### config.mk
export PLATFORM = sky130hd
export DESIGN_NAME = ext_bus_ctrl_flat
export DESIGN_NICKNAME = d
export VERILOG_FILES = /design/src/rtl/ext_bus_ctrl_if.sv /design/src/rtl/ext_bus_ctrl.sv /design/src/flat_wrapper.sv
export SDC_FILE = /design/constraint.sdc
export NUM_CORES = 1
export LEC_CHECK = 0
export CORE_MARGIN = 4
export CORE_UTILIZATION = 41
export DETAILED_ROUTE_END_ITERATION = 16
export GPL_ROUTABILITY_DRIVEN = 0
export PLACE_DENSITY = 0.76
export SLEW_MARGIN = 20
export SYNTH_ARGS = -nofsm -noshare
export SYNTH_HDL_FRONTEND = slang
export SYNTH_SLANG_ARGS = --single-unit
### constraint.sdc
create_clock -name clk -period 1.5 [get_ports clk]
set_input_delay 0.3 -clock clk [delete_from_list [all_inputs] [get_ports clk]]
set_output_delay 0.3 -clock clk [all_outputs]
set_load 0.02 [all_outputs]
### src/rtl/ext_bus_ctrl_if.sv
// Request/ack handshake and external 8051 multiplexed bus pins for ext_bus_ctrl.
// master = requesters plus pad side; slave = the bus controller.
interface ext_bus_ctrl_if;
  logic        if_req;
  logic [15:0] if_addr;
  logic        if_ack;
  logic [7:0]  if_data;
  logic        dx_req;
  logic        dx_we;
  logic [15:0] dx_addr;
  logic [7:0]  dx_wdata;
  logic        dx_ack;
  logic [7:0]  dx_rdata;
  logic        busy;
  logic        ALE;
  logic        PSEN;
  logic        RD;
  logic        WR;
  logic [7:0]  P0_out;
  logic        P0_oe;
  logic [7:0]  P0_in;
  logic [7:0]  P2_out;

  modport master (
    output if_req, if_addr, dx_req, dx_we, dx_addr, dx_wdata, P0_in,
    input  if_ack, if_data, dx_ack, dx_rdata, busy, ALE, PSEN, RD, WR,
           P0_out, P0_oe, P2_out
  );

  modport slave (
    input  if_req, if_addr, dx_req, dx_we, dx_addr, dx_wdata, P0_in,
    output if_ack, if_data, dx_ack, dx_rdata, busy, ALE, PSEN, RD, WR,
           P0_out, P0_oe, P2_out
  );
endinterface

### src/rtl/ext_bus_ctrl.sv
// External 8051 bus sequencer: arbitrates code fetch vs MOVX and runs the
// ALE / strobe / capture sequence with fully registered pin outputs.
module ext_bus_ctrl #(
  parameter int unsigned STROBE_CYC = 2
) (
  input logic          clk,
  input logic          reset,
  ext_bus_ctrl_if.slave bus
);

  typedef enum logic [2:0] {
    S_IDLE,
    S_ADDR,
    S_LATCH,
    S_STROBE,
    S_RECOVER
  } state_t;

  localparam logic [3:0] LAST_CNT = 4'(STROBE_CYC - 1);

  state_t      state_q, state_d;
  logic [3:0]  cnt_q, cnt_d;
  logic        last_dx_q, last_dx_d;
  logic        gnt_dx_q, gnt_dx_d;
  logic        we_q, we_d;
  logic [15:0] addr_q, addr_d;
  logic [7:0]  wdata_q, wdata_d;

  logic        ale_q, ale_d;
  logic        psen_q, psen_d;
  logic        rd_q, rd_d;
  logic        wr_q, wr_d;
  logic [7:0]  p0_out_q, p0_out_d;
  logic        p0_oe_q, p0_oe_d;
  logic [7:0]  p2_out_q, p2_out_d;
  logic        if_ack_q, if_ack_d;
  logic        dx_ack_q, dx_ack_d;
  logic [7:0]  if_data_q, if_data_d;
  logic [7:0]  dx_rdata_q, dx_rdata_d;
  logic        busy_q, busy_d;

  logic        pick_dx;
  logic [15:0] req_addr;
  logic        strobe_on;

  // Tie goes to whichever requester was not served last.
  assign pick_dx  = bus.dx_req && (!bus.if_req || !last_dx_q);
  assign req_addr = pick_dx ? bus.dx_addr : bus.if_addr;

  always_ff @(posedge clk) begin
    if (!reset) begin
      state_q    <= S_IDLE;
      cnt_q      <= '0;
      last_dx_q  <= 1'b1;
      gnt_dx_q   <= 1'b0;
      we_q       <= 1'b0;
      addr_q     <= '0;
      wdata_q    <= '0;
      ale_q      <= 1'b0;
      psen_q     <= 1'b1;
      rd_q       <= 1'b1;
      wr_q       <= 1'b1;
      p0_out_q   <= '1;
      p0_oe_q    <= 1'b0;
      p2_out_q   <= '1;
      if_ack_q   <= 1'b0;
      dx_ack_q   <= 1'b0;
      if_data_q  <= '0;
      dx_rdata_q <= '0;
      busy_q     <= 1'b0;
    end else begin
      state_q    <= state_d;
      cnt_q      <= cnt_d;
      last_dx_q  <= last_dx_d;
      gnt_dx_q   <= gnt_dx_d;
      we_q       <= we_d;
      addr_q     <= addr_d;
      wdata_q    <= wdata_d;
      ale_q      <= ale_d;
      psen_q     <= psen_d;
      rd_q       <= rd_d;
      wr_q       <= wr_d;
      p0_out_q   <= p0_out_d;
      p0_oe_q    <= p0_oe_d;
      p2_out_q   <= p2_out_d;
      if_ack_q   <= if_ack_d;
      dx_ack_q   <= dx_ack_d;
      if_data_q  <= if_data_d;
      dx_rdata_q <= dx_rdata_d;
      busy_q     <= busy_d;
    end
  end

  // Outputs are computed for the state being entered so every pin is a flop.
  always_comb begin
    state_d    = state_q;
    cnt_d      = cnt_q;
    last_dx_d  = last_dx_q;
    gnt_dx_d   = gnt_dx_q;
    we_d       = we_q;
    addr_d     = addr_q;
    wdata_d    = wdata_q;
    ale_d      = 1'b0;
    psen_d     = 1'b1;
    rd_d       = 1'b1;
    wr_d       = 1'b1;
    p0_out_d   = p0_out_q;
    p0_oe_d    = 1'b0;
    p2_out_d   = p2_out_q;
    if_ack_d   = 1'b0;
    dx_ack_d   = 1'b0;
    if_data_d  = if_data_q;
    dx_rdata_d = dx_rdata_q;
    strobe_on  = 1'b0;

    unique case (state_q)
      S_IDLE: begin
        if (bus.if_req || bus.dx_req) begin
          state_d   = S_ADDR;
          gnt_dx_d  = pick_dx;
          last_dx_d = pick_dx;
          we_d      = pick_dx && bus.dx_we;
          addr_d    = req_addr;
          wdata_d   = bus.dx_wdata;
          ale_d     = 1'b1;
          p0_oe_d   = 1'b1;
          p0_out_d  = req_addr[7:0];
          p2_out_d  = req_addr[15:8];
        end
      end
      S_ADDR: begin
        state_d  = S_LATCH;
        cnt_d    = '0;
        p0_oe_d  = 1'b1;
        p0_out_d = addr_q[7:0];
      end
      S_LATCH: begin
        state_d   = S_STROBE;
        strobe_on = 1'b1;
      end
      S_STROBE: begin
        if (cnt_q == LAST_CNT) begin
          state_d = S_RECOVER;
          cnt_d   = '0;
          if_ack_d = !gnt_dx_q;
          dx_ack_d = gnt_dx_q;
          if (!we_q) begin
            if (gnt_dx_q) dx_rdata_d = bus.P0_in;
            else          if_data_d  = bus.P0_in;
          end
          if (we_q) begin
            p0_oe_d  = 1'b1;
            p0_out_d = wdata_q;
          end
        end else begin
          cnt_d     = cnt_q + 4'd1;
          strobe_on = 1'b1;
        end
      end
      S_RECOVER: begin
        state_d = S_IDLE;
      end
      default: begin
        state_d = S_IDLE;
      end
    endcase

    if (strobe_on) begin
      psen_d  = gnt_dx_q;
      rd_d    = !(gnt_dx_q && !we_q);
      wr_d    = !we_q;
      p0_oe_d = we_q;
      if (we_q) p0_out_d = wdata_q;
    end

    busy_d = (state_d != S_IDLE);
  end

  assign bus.ALE      = ale_q;
  assign bus.PSEN     = psen_q;
  assign bus.RD       = rd_q;
  assign bus.WR       = wr_q;
  assign bus.P0_out   = p0_out_q;
  assign bus.P0_oe    = p0_oe_q;
  assign bus.P2_out   = p2_out_q;
  assign bus.if_ack   = if_ack_q;
  assign bus.dx_ack   = dx_ack_q;
  assign bus.if_data  = if_data_q;
  assign bus.dx_rdata = dx_rdata_q;
  assign bus.busy     = busy_q;

endmodule

### src/flat_wrapper.sv
// flat-port wrapper written by rule: the top's interface ports become plain ports
module ext_bus_ctrl_flat 
#(
  parameter int unsigned STROBE_CYC = 2
)
  (clk, reset, bus_if_req, bus_if_addr, bus_dx_req, bus_dx_we, bus_dx_addr, bus_dx_wdata, bus_P0_in, bus_if_ack, bus_if_data, bus_dx_ack, bus_dx_rdata, bus_busy, bus_ALE, bus_PSEN, bus_RD, bus_WR, bus_P0_out, bus_P0_oe, bus_P2_out);
  ext_bus_ctrl_if bus_i ();
  input logic clk;
  input logic reset;
  input wire logic [$bits(bus_i.if_req)-1:0] bus_if_req;
  input wire logic [$bits(bus_i.if_addr)-1:0] bus_if_addr;
  input wire logic [$bits(bus_i.dx_req)-1:0] bus_dx_req;
  input wire logic [$bits(bus_i.dx_we)-1:0] bus_dx_we;
  input wire logic [$bits(bus_i.dx_addr)-1:0] bus_dx_addr;
  input wire logic [$bits(bus_i.dx_wdata)-1:0] bus_dx_wdata;
  input wire logic [$bits(bus_i.P0_in)-1:0] bus_P0_in;
  output wire logic [$bits(bus_i.if_ack)-1:0] bus_if_ack;
  output wire logic [$bits(bus_i.if_data)-1:0] bus_if_data;
  output wire logic [$bits(bus_i.dx_ack)-1:0] bus_dx_ack;
  output wire logic [$bits(bus_i.dx_rdata)-1:0] bus_dx_rdata;
  output wire logic [$bits(bus_i.busy)-1:0] bus_busy;
  output wire logic [$bits(bus_i.ALE)-1:0] bus_ALE;
  output wire logic [$bits(bus_i.PSEN)-1:0] bus_PSEN;
  output wire logic [$bits(bus_i.RD)-1:0] bus_RD;
  output wire logic [$bits(bus_i.WR)-1:0] bus_WR;
  output wire logic [$bits(bus_i.P0_out)-1:0] bus_P0_out;
  output wire logic [$bits(bus_i.P0_oe)-1:0] bus_P0_oe;
  output wire logic [$bits(bus_i.P2_out)-1:0] bus_P2_out;
  assign bus_i.if_req = bus_if_req;
  assign bus_i.if_addr = bus_if_addr;
  assign bus_i.dx_req = bus_dx_req;
  assign bus_i.dx_we = bus_dx_we;
  assign bus_i.dx_addr = bus_dx_addr;
  assign bus_i.dx_wdata = bus_dx_wdata;
  assign bus_i.P0_in = bus_P0_in;
  assign bus_if_ack = bus_i.if_ack;
  assign bus_if_data = bus_i.if_data;
  assign bus_dx_ack = bus_i.dx_ack;
  assign bus_dx_rdata = bus_i.dx_rdata;
  assign bus_busy = bus_i.busy;
  assign bus_ALE = bus_i.ALE;
  assign bus_PSEN = bus_i.PSEN;
  assign bus_RD = bus_i.RD;
  assign bus_WR = bus_i.WR;
  assign bus_P0_out = bus_i.P0_out;
  assign bus_P0_oe = bus_i.P0_oe;
  assign bus_P2_out = bus_i.P2_out;
  ext_bus_ctrl #(.STROBE_CYC(STROBE_CYC)) u_core (.clk(clk), .reset(reset), .bus(bus_i));
endmodule
==> flow_summary.yaml, run 1 <==
logic_synthesis:
  yosys_warnings: 0
  syn-instance-count: 295
  synthFlopType: "dfxtp_1"
  synth_edf_count: 0
  syn_area_um2: 2730
  synth_top_area_cell: "dfxtp_1"
  syn_area_per_cell_um2: 9.24
  async_flop_share: 0
  ys_seq_elements: 66
  synth.top_cell.area_share: 0.485
  yosys-top-cells-area: "dfxtp_1 (48%), mux2i_1 (12%), nor2_1 (6.5%), nand2_1 (5.2%), a21oi_1 (4.0%)"
  yosysUniqueCellTypes: 42
  seq_area_frac_synth: 0.485
  synth_nets: 350
floorplanning:
  core_um2: 6390
  start_util: 0.427
  die_area_um2: 8020
  io-pin-count: 93
  rows: 29
  die_height_um: 89.5
  fp.dieW_um: 89.5
clocking:
  clkLatencyLatePin_ps: 340
  cts_tree: "yes"
  cts_inserted_buffers: 9
  path_clk_slew_ps: 70
  htree_levels: 3
  clock-sinks: 66
  clock_tree.buffer_depth: 2
  clock-root-buffer: "clkbuf_8"
critical_path:
  crit_required_ps: 1770
  cp-end-kind: "flip-flop"
  crit_type: "reg -> reg"
  critPathArrivalTime_ps: 1980
  r2r-start: "u_core.cnt_q[1]$_SDFFE_PN0P_"
  slowest_delay_ps: 350
  crit_family: "simple AND/OR/NAND/NOR gates"
  path_buf_inv: 2
  r2r_end: "u_core.cnt_q[2]$_SDFFE_PN0P_"
  slowest_stage: "or3_4"
  path_cells: "inv_2, ha_4, nor3b_4, buf_4, or3_4, or3b_1, a21oi_1"
  reg2reg_depth: 7
  r2r_setup_slack_ps: -210
  startpoint_type: "flip-flop"
  crit_fanout: 4
grt:
  antenna_found_initial: 0
  grt_pass1_wl_um: 11700
  overflow: 0
  grt_pass1_vias: 2599
  grt_usage: 0.188
  grt_max_degree: 21
timing:
  rsz0062_at_grt: "yes"
  timing.fmax_mhz: 585
  holdWs_ps: 457
  skew_ps: 9.31
  setup_viol: 23
  hold_viol: 0
  post-route-period-util: 1.14
  min_period_ps: 1710
  relSlewSlack: 0.736
  worst_pin_slew_ps: 394
  setup_ws_ps: -210
  slew_violations: 0
detailed_routing:
  vias_per_cell: 5.08
  drc: 0
  firstDrtPassIters: 6
  routedWlPerCell_um: 14.9
  initialDrtViolationCount: 120
  drt_wl_total_um: 7470
  detail-route-antenna-nets: 0
  dr_total_vias: 2550
hold_path:
  min_path_cells: 2
  min-delay-start: "u_core.wdata_q[3]$_SDFFE_PN0N_"
  hold_class: "reg -> reg"
  hold_end: "u_core.wdata_q[3]$_SDFFE_PN0N_"
run_status:
  status: "finished, violations left"
  failed_checks: "setup timing"
place:
  place_hpwl_um: 5520
  dp.cells: 484
  port-buffer-count: 92
  placed_area_um2: 3970
cells_and_area:
  postLayoutCoreUtil: 0.671
  drive_gt1_frac: 0.207
  antenna-diode-count: 0
  regArea_um2: 1330
  area_growth_pct: 57.3
  stdcell_count: 502
  nets: 476
  stdcell_area_um2: 4290
  multi_input_area_um2: 1430
  nFillCells: 558
run:
  maxCapViolations: 0
power_and_ir_drop:
  p_per_area_nw_per_um2: 1050
  p_leak_nw: 1.86
  ir_drop_mv: 0.803
==> sequential cells by signal (all words and copies together), names as in the netlist <==
name,flops
u_core.addr_q,8
u_core.bus.P0_out,8
u_core.bus.P2_out,8
u_core.bus.dx_rdata,8
u_core.bus.if_data,8
u_core.wdata_q,8
u_core.cnt_q,4
u_core.state_q,3
u_core.bus.ALE,1
u_core.bus.P0_oe,1
u_core.bus.PSEN,1
u_core.bus.RD,1
u_core.bus.WR,1
u_core.bus.busy,1
u_core.bus.dx_ack,1
u_core.bus.if_ack,1
u_core.gnt_dx_q,1
u_core.last_dx_q,1
u_core.we_q,1
==> area by class of cell <==
| class | count | area share |
|---|---|---|
| clock inverters | 4 | 0.0123 |
| repair buffers | 133 | 0.287 |
| well taps | 77 | 0.0225 |
| multi-input cells | 208 | 0.332 |
| clock buffers | 11 | 0.0330 |
| flip-flops and latches | 66 | 0.310 |
| inverters | 3 | 0.00263 |
==> cells in the final DEF (no fill, tap or decap), drive strengths merged, types with 2 or more instances in the layout <==
master         count
a211o              6
a21oi             22
a221o              7
and2               3
buf               41
clkbuf            11
clkdlybuf4s50     50
clkinv             3
dfxtp             66
dlygate4sd2       42
ha                 2
inv                3
mux2i             34
nand2             38
nand2b             3
nand3              4
nor2              47
nor2b              4
nor3               3
nor3b              3
o211ai            10
o21ai              3
o32ai              2
or3                4
==> tightest hold or removal path, cell delays in order (launching register included) <==
cell and delay [ps]:
dfxtp_1 310, nand2_1 50, a21oi_1 50
==> worst max-delay path by stage <==
stage	from	to	slack, ps	cells after the start
final	u_core.cnt_q[1]$_SDFFE_PN0P_	u_core.cnt_q[2]$_SDFFE_PN0P_	-210	7
after global routing	u_core.cnt_q[1]$_SDFFE_PN0P_	u_core.cnt_q[2]$_SDFFE_PN0P_	-300	7
after CTS	u_core.cnt_q[1]$_SDFFE_PN0P_	u_core.bus.if_data[6]$_SDFFE_PN0P_	-210	8
after detailed placement	bus_dx_req	u_core.bus.P0_out[6]$_SDFF_PN1_	-530	7
after global placement	bus_dx_req	u_core.bus.P0_out[6]$_SDFF_PN1_	-490	7
after floorplan	u_core.cnt_q[1]$_SDFFE_PN0P_	u_core.bus.if_data[0]$_SDFFE_PN0P_	-100	8
==> timing repair <==
item / 4_1_cts / 5_1_grt
setup endpoints to repair: 94 / 54
setup buffers: 2 / 2
resized for setup: 68 / 18
hold buffers: 0 / 0
pin swaps: 9 / 7
==> stage by stage <==
step	setup TNS, ps	setup slack [ps]	power [mW]
5_1_grt	-4590	-304	4.70
3_5_place_dp	-15280	-528	3.02
6_report	-2730	-210	4.49
2_1_floorplan	-1330	-100	2.51
3_3_place_gp	-13740	-486	3.00
4_1_cts	-2910	-212	4.49
==> report_power, final <==
group | switching [mW] | internal (mW)
logic | 0.508 | 0.530
registers | 0.0930 | 1.89
clock network | 0.664 | 0.807
==> kinds of logic (layout without fill, tap and decap cells) <==
logic type | Yosys count | count (layout) | share of synthesized area
flops | 66 | 66 | 0.485
buf+inv | 21 | 151 | 0.0390
simple gates | 114 | 114 | 0.195
compound gates | 58 | 58 | 0.148
fa+ha+maj | 2 | 2 | 0.00918
mux | 34 | 34 | 0.125
==> layer usage <==
layer / track usage / share of wire / wire (um) / up-vias
met3: 0.0396 / 0.067 / 502 / 11
met4: 0.0907 / 0.020 / 153 / 0
met1: 0.223 / 0.42 / 3110 / 1172
li1: - / - / - / 1292
met5: 0 / 0 / 0 / -
met2: 0.323 / 0.50 / 3700 / 75
==> synth_stat cells, drive strengths merged, types with 2 or more instances <==
cell	n
dfxtp	66
nor2	47
nand2	38
mux2i	34
a21oi	22
o211ai	10
buf	9
clkbuf	9
a221o	7
a211o	6
nand3	4
nor2b	4
or3	4
and2	3
inv	3
nand2b	3
nor3	3
nor3b	3
o21ai	3
ha	2
o32ai	2
Note: power is estimated with default switching activity, not from simulation.
==> inputs of run 2 (changes only) <==
Settings changed: CORE_UTILIZATION 41 to 45, PLACE_DENSITY 0.76 to 0.79, RECOVER_POWER set to 50.
Clock period 1.5 ns to 1.84 ns, I/O delays scaled along.
==> flow_summary.yaml, run 2 (synthesis gave the netlist of run 1 again) <==
timing:
  timing.fmax_mhz: 574
  rsz0062_at_grt: "no"
  worst_pin_slew_ps: 751
  hold_viol: 0
  slew_violations: 0
  setup_viol: 0
  post-route-period-util: 0.948
  skew_ps: 7.87
  setup_tns_ps: 0
  holdWs_ps: 467
  relSlewSlack: 0.498
  min_period_ps: 1740
clocking:
  clkLatencyLatePin_ps: 330
  cts_tree: "yes"
  clock-sinks: 66
  postCtsSetupBuffers: 0
  clock-root-buffer: "clkbuf_8"
  htree_levels: 3
  cts_inserted_buffers: 9
  clock_tree.buffer_depth: 2
  path_clk_slew_ps: 70
power_and_ir_drop:
  combPwrFrac: 0.216
  p_switching_mw: 0.973
  p_clk_frac: 0.329
  p_leak_nw: 1.66
  p_per_area_nw_per_um2: 878
  internal_power_mw: 2.58
  ir_drop_mv: 0.534
  design_power_total_mw: 3.56
  switching_share: 0.273
  p_seq_frac: 0.455
critical_path:
  r2r_setup_slack_ps: 100
  crit_family: "simple AND/OR/NAND/NOR gates"
  crit_type: "reg -> reg"
  slowest_delay_ps: 400
  startpoint_type: "flip-flop"
  r2r_end: "u_core.cnt_q[2]$_SDFFE_PN0P_"
  cp-endpoint: "u_core.cnt_q[2]$_SDFFE_PN0P_"
  cp-end-kind: "flip-flop"
  critPathArrivalTime_ps: 2000
  crit_fanout: 6
  r2r-start: "u_core.cnt_q[1]$_SDFFE_PN0P_"
  reg2reg_depth: 6
  cp-startpoint: "u_core.cnt_q[1]$_SDFFE_PN0P_"
  slowest_stage: "or3_4"
  path_buf_inv: 1
  cp.depth: 6
  path_cells: "inv_1, ha_1, nor3b_4, or3_4, or3b_1, a21oi_1"
  crit_required_ps: 2100
detailed_routing:
  firstDrtPassIters: 4
  dr_total_vias: 2501
  routedWlPerCell_um: 14.6
  detail-route-antenna-nets: 0
  drc: 0
  drt_wl_total_um: 7030
  vias_per_cell: 5.19
  initialDrtViolationCount: 131
grt:
  grt_usage: 0.198
  grt_max_degree: 21
  antenna_found_initial: 0
  overflow: 0
  grt_pass1_wl_um: 11600
  grt_pass1_vias: 2540
cells_and_area:
  regArea_um2: 1320
  drive_gt1_frac: 0.111
  stdcell_count: 482
  area_growth_pct: 48.6
  nets: 458
  final_common_cell: "clkdlybuf4s50_1"
  mostFrequentLayoutCells: "clkdlybuf4s50_1 (70), dfxtp_1 (66), nor2_1 (47)"
  multi_input_area_um2: 1340
  nFillCells: 514
  antenna-diode-count: 0
floorplanning:
  core_um2: 5890
  die_height_um: 85.8
  die_area_um2: 7370
  rows: 28
  fp.dieW_um: 85.8
  io-pin-count: 93
  start_util: 0.463
hold_path:
  hold_class: "reg -> reg"
run:
  maxCapViolations: 0
place:
  place_hpwl_um: 5260
  port-buffer-count: 92
  dp.cells: 467
run_status:
  status: "finished clean"
run 2: cell count changes in the layout (fill, tap and decap cells not counted), moves of 4 or more:
cell and delta:
dlygate4sd2_1 -42, dlygate4sd3_1 +22, clkdlybuf4s50_1 +20, buf_4 -13
buf_6 -6, dfxtp_1 +5, dfxtp_2 -4, nor2_1 +4
run 2: worst min-delay path by stage:
stage	slack, ps	start	depth (start not counted)	endpoint
2_1_floorplan	410	u_core.we_q$_SDFFE_PN0N_	1	u_core.bus.WR$_SDFF_PN1_
3_3_place_gp	440	u_core.wdata_q[5]$_SDFFE_PN0N_	2	u_core.wdata_q[5]$_SDFFE_PN0N_
3_5_place_dp	450	u_core.bus.P0_out[1]$_SDFF_PN1_	1	u_core.bus.P0_out[1]$_SDFF_PN1_
4_1_cts	470	u_core.wdata_q[1]$_SDFFE_PN0N_	2	u_core.wdata_q[1]$_SDFFE_PN0N_
5_1_grt	500	u_core.bus.P0_out[4]$_SDFF_PN1_	1	u_core.bus.P0_out[4]$_SDFF_PN1_
6_report	470	u_core.wdata_q[3]$_SDFFE_PN0N_	2	u_core.wdata_q[3]$_SDFFE_PN0N_
run 2: worst min-delay path, stage by stage (launching register included):
cell and delay (ps):
dfxtp_1 320, nand2_1 50, a21oi_1 50
run 2: power groups by stage:
| stage | clock [mW] | combinational (mW) | sequential (mW) |
|---|---|---|---|
| floorplan | 0 | 0.342 | 1.70 |
| global placement | 0 | 0.764 | 1.64 |
| detailed placement | 0 | 0.778 | 1.65 |
| CTS | 1.19 | 0.784 | 1.62 |
| global route | 1.25 | 0.840 | 1.63 |
| finish | 1.17 | 0.768 | 1.62 |
run 2: metrics by stage:
step / util / cell area [um2] / setup WS, ps
final: 0.688 / 4050 / 96.4
after global routing: 0.688 / 4050 / 1.73
after CTS: 0.687 / 4040 / 94.3
after detailed placement: 0.654 / 3850 / -241
after global placement: 0.654 / 3850 / -176
after floorplan: - / 2730 / 174
run 2: what timing repair did:
item | in CTS | in global routing
resized for setup | 1 | 2
setup endpoints to repair | 2 | 2
hold buffers | 0 | 0
run 2: area by class of cell:
cell class	instances	area share
Clock buffer	12	0.0358
Clock inverter	3	0.00988
Tap cell	75	0.0232
Sequential cell	66	0.326
Inverter	3	0.00278
Multi-Input combinational cell	208	0.330
Timing Repair Buffer	115	0.272
run 2: routing by layer:
layer | part of all wire | routed length, um | vias up | global-route usage
li1 | - | - | 1249 | -
met1 | 0.44 | 3070 | 1162 | 0.242
met2 | 0.49 | 3480 | 81 | 0.338
met3 | 0.053 | 374 | 9 | 0.0394
met4 | 0.015 | 106 | 0 | 0.0878
met5 | 0 | 0 | - | 0
==> inputs of run 3 (changes only) <==
Settings changed: SLEW_MARGIN 20 to unset.
==> results of run 3 <==
Same layout as run 2: the final DEF is identical, and so are final timing and power.
